--- config.mk ---
export PLATFORM = sky130hd
export DESIGN_NAME = fetch_stage
export DESIGN_NICKNAME = d
export VERILOG_FILES = /design/src/rtl/fetch_stage.sv
export SDC_FILE = /design/constraint.sdc
export NUM_CORES = 1
export LEC_CHECK = 0
export CAP_MARGIN = 30
export CORE_MARGIN = 4
export CORE_UTILIZATION = 41
export DETAILED_ROUTE_END_ITERATION = 7
export PLACE_DENSITY = 0.78
export SLEW_MARGIN = 40
export SYNTH_ARGS = -nofsm -noshare
export SYNTH_HDL_FRONTEND = slang
export SYNTH_SLANG_ARGS = --single-unit
--- constraint.sdc ---
create_clock -name clk -period 4.1 [get_ports clk]
set_input_delay 0.82 -clock clk [delete_from_list [all_inputs] [get_ports clk]]
set_output_delay 0.82 -clock clk [all_outputs]
set_load 0.02 [all_outputs]
--- src/rtl/fetch_stage.sv ---
// Instruction fetch stage: program counter, IF/ID pipeline register and
// stall/flush event counters, sequenced by a BOOT/RUN state machine.
module fetch_stage #(
  parameter logic [31:0] RESET_PC  = 32'h00000000,
  parameter logic [31:0] NOP_INSTR = 32'h00000013
) (
  input  logic        clk,
  input  logic        reset,
  input  logic        PCwrite,
  input  logic        IF_IDwrite,
  input  logic        PCSrc,
  input  logic [31:0] branch_target,
  output logic [31:0] imem_addr,
  input  logic [31:0] imem_rdata,
  output logic [31:0] IF_ID_pc,
  output logic [31:0] IF_ID_instr,
  output logic        IF_ID_valid,
  output logic [15:0] stall_count,
  output logic [15:0] flush_count
);

  typedef enum logic {
    BOOT = 1'b0,
    RUN  = 1'b1
  } state_t;

  state_t      state_q, state_d;
  logic [31:0] pc_q, pc_d;
  logic [31:0] ifid_pc_q, ifid_pc_d;
  logic [31:0] ifid_instr_q, ifid_instr_d;
  logic        ifid_valid_q, ifid_valid_d;
  logic [15:0] stall_cnt_q, stall_cnt_d;
  logic [15:0] flush_cnt_q, flush_cnt_d;

  logic [31:0] redirect_pc;
  logic [31:0] seq_pc;

  // Redirects are forced to word alignment; sequential PC wraps naturally.
  assign redirect_pc = {branch_target[31:2], 2'b00};
  assign seq_pc      = pc_q + 32'd4;

  always_ff @(posedge clk or posedge reset) begin
    if (reset) begin
      state_q      <= BOOT;
      pc_q         <= RESET_PC;
      ifid_pc_q    <= 32'd0;
      ifid_instr_q <= NOP_INSTR;
      ifid_valid_q <= 1'b0;
      stall_cnt_q  <= 16'd0;
      flush_cnt_q  <= 16'd0;
    end else begin
      state_q      <= state_d;
      pc_q         <= pc_d;
      ifid_pc_q    <= ifid_pc_d;
      ifid_instr_q <= ifid_instr_d;
      ifid_valid_q <= ifid_valid_d;
      stall_cnt_q  <= stall_cnt_d;
      flush_cnt_q  <= flush_cnt_d;
    end
  end

  always_comb begin
    state_d      = state_q;
    pc_d         = pc_q;
    ifid_pc_d    = ifid_pc_q;
    ifid_instr_d = ifid_instr_q;
    ifid_valid_d = ifid_valid_q;
    stall_cnt_d  = stall_cnt_q;
    flush_cnt_d  = flush_cnt_q;

    case (state_q)
      BOOT: begin
        state_d = RUN;
      end
      RUN: begin
        if (PCSrc) begin
          pc_d = redirect_pc;
        end else if (PCwrite) begin
          pc_d = seq_pc;
        end

        // A taken redirect squashes the fetched word even when IF/ID is held.
        if (PCSrc) begin
          ifid_pc_d    = 32'd0;
          ifid_instr_d = NOP_INSTR;
          ifid_valid_d = 1'b0;
        end else if (IF_IDwrite) begin
          ifid_pc_d    = pc_q;
          ifid_instr_d = imem_rdata;
          ifid_valid_d = 1'b1;
        end

        if (!PCwrite && (stall_cnt_q != 16'hFFFF)) begin
          stall_cnt_d = stall_cnt_q + 16'd1;
        end
        if (PCSrc && (flush_cnt_q != 16'hFFFF)) begin
          flush_cnt_d = flush_cnt_q + 16'd1;
        end
      end
      default: begin
        state_d = BOOT;
      end
    endcase
  end

  assign imem_addr   = pc_q;
  assign IF_ID_pc    = ifid_pc_q;
  assign IF_ID_instr = ifid_instr_q;
  assign IF_ID_valid = ifid_valid_q;
  assign stall_count = stall_cnt_q;
  assign flush_count = flush_cnt_q;

endmodule
==> run_results.csv, run 1 <==
group,metric,value,unit
detailed_routing,viasPerCell,5.673,
setup_path,end_kind,"flop",
layout,mostFrequentLayoutCell,"clkdlybuf4s50_1",
floorplanning,start_util,41.74,%
yosys,synth-seq-area-share,54.91,%
placed_design,dp.final_hpwl,12.05,mm
setup_path,cp_data_required_time,4.40,ns
sta,timing.fmax,377.5,MHz
global_routing,globalRouteMet1Util,26.75,%
yosys,synth-edff-count,0,
setup_path,arrival,2.95,ns
detailed_routing,vias,5219,
detailed_routing,ant_nets,0,
detailed_routing,drtIter0Drc,248,
cts,clock-sinks,127,
sta,slew_viol_final,0,
sta,finalClockSkew,0.01010,ns
sta,hold_viol,0,
layout,final_nets,800,
cts,root_buffer,"clkbuf_16",
yosys,synth_cells,546,
sta,finalCritPeriodShare,64.62,%
detailed_routing,first_pass_iters,5,
floorplanning,pin_count,198,
setup_path,cp_max_fo,15,
setup_path,slowest_stage,"clkdlybuf4s50_1",
floorplanning,core,13880,µm²
layout,finalInstanceArea,8436,µm²
sta,rsz0062_at_grt,"no",
power_and_ir_drop,ir_drop,294.7,µV
global_routing,grt_pass1_vias,5343,
layout,layout_common_cells,"clkdlybuf4s50_1 (193), dfrtp_1 (124), a22o_1 (60)",
cts,ctsHoldBuffers,0,
power_and_ir_drop,p_per_area,478.4,nW/µm²
floorplanning,die_area,16100,µm²
yosys,synth_warnings,0,
yosys,synth_cell_types,61,
detailed_routing,drt-total-wl,17.31,mm
yosys,ys.flop_type,"dfrtp_1",
layout,antenna_cells,0,
yosys,async_reset_ff_share,100.0,%
global_routing,grt_busiest_layer,"met2",
global_routing,grt_util_all_layers,21.65,%
cts,clk_pin_slew_worst_paths,0.06,ns
cts,numCtsBuffers,17,
layout,syn2layout_area_growth,45.58,%
placed_design,portBuffers,193,
detailed_routing,drc,0,
setup_path,path_cells,"clkdlybuf4s50_1, nand2b_1, nor3_1, a21boi_1, nand4_1, xnor2_1",
setup_path,start_kind,"input pin",
global_routing,grt_max_degree,128,
global_routing,grt_first_pass_wirelength,27.76,mm
hold_path,worstHoldPathType,"flop to flop",
floorplanning,chipWidth,126.9,µm
cts,ctsResizeCount,0,
setup_path,crit_type,"input pin to flop",
setup_path,slowest_delay,0.75,ns
cts,postCtsSetupRepairBufs,0,
yosys,ys_seq_elements,127,
floorplanning,core.rowCount,43,
cts,clk-insertion-delay-late,0.42,ns
sta,layout_min_cycle_time,2.649,ns
sta,setup_violations,0,
global_routing,use_met3,8.674,%
global_routing,grt_use_met2,34.12,%
placed_design,place_area,7865,µm²
yosys,avgSynthCellArea,10.61,µm²
sta,slew-limit-headroom,53.89,%
power_and_ir_drop,p_leak,3.481,nW
detailed_routing,avgRoutedWirePerCell,18.82,µm
run,drv_cap,0,
yosys,synth_area,5794,µm²
sta,tightest_slew,0.6916,ns
floorplanning,die_h,126.9,µm
outcome,outcome,"completed",
power_and_ir_drop,power,0.004036,W
sta,finalSetupTns,0,ns
cts,cts_tree,"done",
layout,drive_above_1_share,7.027,%
global_routing,antenna_found_initial,0,
cts,cts_buffer_depth,2,
placed_design,gp_congestion,0.9011,
cts,htreeDepth,4,
global_routing,grt-ovfl-total,0,
[final cells by class]
class / count / area (µm²)
multi-input cells: 374 / 2437
inverters: 9 / 37.54
fillers: 1104 / 5445
well taps: 180 / 225.2
clock inverters: 11 / 117.6
flip-flops and latches: 127 / 3182
clock buffers: 20 / 446.7
repair buffers: 199 / 1989
[power breakdown]
group / internal (W) / leakage, nW / switching [W] / total, W
sequential: 0.00142 / 1.62 / 0.000217 / 0.00163
combinational: 0.000478 / 1.59 / 0.000492 / 0.000970
clock: 0.000901 / 0.275 / 0.000531 / 0.00143
[synthesized netlist by cell type (all sizes together) (2+ instances only)]
master   count  share of area (%)
nor4        12                1.4
or3          8               0.95
dfstp        3                1.4
a211oi       2               0.26
or4          2               0.26
inv          8               0.52
a31oi        4               0.43
dfrtp      124                 54
clkbuf      28                1.8
o21a         4               0.52
o22a         4               0.60
nand4       18                2.3
nand3       26                2.2
buf          9                1.1
a2bb2oi      2               0.30
a32oi        2               0.30
conb         2               0.13
nor2        28                1.8
nor3        16                1.4
o21ai       25                2.2
and2         3               0.32
mux2i        2               0.35
xnor2       17                2.6
a311oi       4               0.60
mux2         2               0.39
nand2       37                2.4
xor2         9                1.4
a31o         3               0.45
or2          3               0.32
a22o        60                9.1
o22ai        8               0.86
ha           3               0.65
a21oi       35                3.0
and4         2               0.30
and3        10                1.1
nand2b       3               0.32
nor4b        3               0.45
[metal layers]
layer	vias to the layer above	share of wire, %
met2	233	48
met3	23	8.8
met5	-	0
li1	2412	-
met4	0	1.8
met1	2551	42
[logic make-up (layout without fill, tap and decap cells)]
family	after synthesis	in the layout	share of synthesized area (%)
buf+inv	46	239	3.477
mux	4	4	0.7342
xor+xnor	26	26	3.930
other cells	2	3	0.1296
simple gates	174	174	15.94
flops	127	127	54.91
compound gates	164	164	20.23
fa+ha+maj	3	3	0.6479
[per-stage QoR]
step                      instances  hold WS [ns]  util [%]  setup slack (ns)
after floorplan                 547        0.5900         -             1.715
after global placement          889        0.4699     56.63             1.065
after detailed placement        889        0.4741     56.66             1.045
after CTS                       920        0.4858     60.73             1.475
after global routing            920        0.5099     60.77             1.294
final                           920        0.4846     60.77             1.451
[worst max-delay path, delay by kind of cell]
family | cells | cell delay (ns)
buf+inv | 1 | 0.75
xor+xnor | 1 | 0.15
simple gates | 3 | 0.81
compound gates | 1 | 0.42
[sequential cells by signal, indices dropped and copies added (netlist names)]
register / flops
imem_addr: 30
stall_count: 16
IF_ID_pc: 31
state_q: 1
IF_ID_instr: 32
flush_count: 16
IF_ID_valid: 1
[final timing paths]
| check | depth (start not counted) | start | slack [ns] | endpoint |
|---|---|---|---|---|
| setup / recovery | 6 | PCwrite | 1.45 | stall_count[7] |
| hold / removal | 2 | IF_ID_pc[21] | 0.48 | IF_ID_pc[21] |
| setup reg to reg | 6 | imem_addr[2] | 2.01 | imem_addr[28] |
| hold reg to reg | 2 | IF_ID_pc[21] | 0.48 | IF_ID_pc[21] |
| max in group asynchronous | 3 | reset | 2.59 | imem_addr[26] |
| min in group asynchronous | 3 | reset | 0.96 | IF_ID_instr[5] |
No activity file was read; power rests on OpenSTA's default activity.
==> run 2: changes to the inputs <==
==> constraint.sdc (replaced) <==
create_clock -name clk -period 2.3 [get_ports clk]
set_input_delay 0.46 -clock clk [delete_from_list [all_inputs] [get_ports clk]]
set_output_delay 0.46 -clock clk [all_outputs]
set_load 0.02 [all_outputs]
==> run_results.csv, run 2 (same netlist as run 1, synthesis figures left out) <==
group,metric,value,unit
cts,htreeDepth,4,
detailed_routing,avgRoutedWirePerCell,18.89,µm
setup_path,end_kind,"flop",
cts,ctsResizeCount,0,
cts,cts_tree,"done",
placed_design,gp_congestion,0.9096,
layout,layout_common_cells,"clkdlybuf4s50_1 (193), dfrtp_1 (124), a22o_1 (60)",
floorplanning,start_util,41.74,%
layout,drive_above_1_share,11.21,%
cts,clock-sinks,127,
layout,mostFrequentLayoutCell,"clkdlybuf4s50_1",
floorplanning,pin_count,198,
layout,final_nets,835,
layout,antenna_cells,0,
floorplanning,die_h,126.9,µm
sta,layout_min_cycle_time,2.129,ns
sta,rsz0062_at_grt,"no",
setup_path,cp_top_family,"simple AND/OR/NAND/NOR gates",
setup_path,slowest_stage,"nor4_1",
outcome,outcome,"completed",
setup_path,path_common_cell,"a311oi_1",
setup_path,cp_data_required_time,2.62,ns
setup_path,start_kind,"flop",
setup_path,crit_type,"flop to flop",
sta,finalSetupTns,0,ns
cts,root_buffer,"clkbuf_16",
detailed_routing,drt-total-wl,18.06,mm
global_routing,grt_util_all_layers,22.51,%
global_routing,grt_max_degree,92,
setup_path,path_buf_inv,0,
floorplanning,core,13880,µm²
setup_path,cp_max_fo,7,
placed_design,portBuffers,193,
layout,utilization,63.11,%
sta,finalCritPeriodShare,92.59,%
detailed_routing,viasPerCell,5.730,
sta,slew_viol_final,0,
global_routing,grt_pass1_vias,5590,
cts,ctsHoldBuffers,0,
detailed_routing,drc,0,
global_routing,grt-ovfl-total,0,
cts,numCtsBuffers,17,
detailed_routing,drtIter0Drc,298,
cts,postCtsSetupRepairBufs,0,
sta,tightest_slew,0.8629,ns
detailed_routing,first_pass_iters,4,
floorplanning,die_area,16100,µm²
hold_path,worstHoldPathType,"flop to flop",
global_routing,antenna_found_initial,0,
layout,syn2layout_area_growth,51.18,%
sta,setup_ws,0.1705,ns
power_and_ir_drop,p_leak,3.679,nW
floorplanning,core.rowCount,43,
global_routing,grt_first_pass_wirelength,29.03,mm
power_and_ir_drop,power,0.007461,W
cts,clk_pin_slew_worst_paths,0.06,ns
setup_path,arrival,2.45,ns
sta,setup_violations,0,
placed_design,place_ws,-0.04568,ns
setup_path,slowest_delay,0.49,ns
sta,hold_viol,0,
setup_path,path_cells,"ha_1, nand2_1, or2_1, nor4_1, a311oi_1, a311oi_1",
sta,slew-limit-headroom,42.09,%
power_and_ir_drop,ir_drop,885.5,µV
detailed_routing,ant_nets,0,
sta,timing.fmax,469.6,MHz
floorplanning,chipWidth,126.9,µm
run,drv_cap,0,
cts,clk-insertion-delay-late,0.42,ns
power_and_ir_drop,p_per_area,851.7,nW/µm²
detailed_routing,vias,5478,
cts,cts_buffer_depth,2,
sta,finalClockSkew,0.009259,ns
placed_design,dp.final_hpwl,13.02,mm
layout,largest_reg_flops,32,
[run 2: cell types whose count changed in the layout (fill, tap and decap cells not counted), moves of 2 or more]
cell      change
clkinv_4      +3
buf_4        +32
clkinv_2      -2
buf_12        +3
[run 2: power by group]
group	switching (W)	internal, W	total (W)
registers	0.000341	0.00252	0.00286
logic	0.000952	0.000934	0.00189
clock network	0.00100	0.00171	0.00271
total	0.00230	0.00516	0.00746
[run 2: metrics by stage]
stage               std cells  hold slack [ns]  cell area (µm²)
CTS                       956           0.5017             8760
finish                    956           0.5007             8760
detailed placement        924           0.4897             8162
global placement          924           0.4840             8162
global route              956           0.5148             8760
floorplan                 547           0.5873             5802
[run 2: area by class of cell]
cell class | count | area, µm²
Clock inverter | 13 | 165.2
Fill cell | 1116 | 5121
Clock buffer | 19 | 432.9
Sequential cell | 127 | 3182
Timing Repair Buffer | 234 | 2290
Multi-Input combinational cell | 374 | 2427
Inverter | 9 | 37.54
Tap cell | 180 | 225.2
[run 2: per-layer routing]
metal	track usage, %	vias to the layer above	share of wire (%)
met1	27.92	2707	41
met3	7.074	37	8.6
met4	9.716	0	2.7
li1	-	2481	-
met5	0	-	0
met2	36.33	253	48
[run 2: worst paths after layout]
kind | startpoint | endpoint | slack [ns] | depth (start not counted)
setup / recovery | imem_addr[2] | imem_addr[28] | 0.17 | 6
max in group asynchronous | reset | IF_ID_instr[4] | 1.33 | 3
setup reg to reg | imem_addr[2] | imem_addr[28] | 0.17 | 6
min in group asynchronous | reset | imem_addr[20] | 0.56 | 3
hold reg to reg | IF_ID_pc[24] | IF_ID_pc[24] | 0.50 | 1
hold / removal | IF_ID_pc[24] | IF_ID_pc[24] | 0.50 | 1
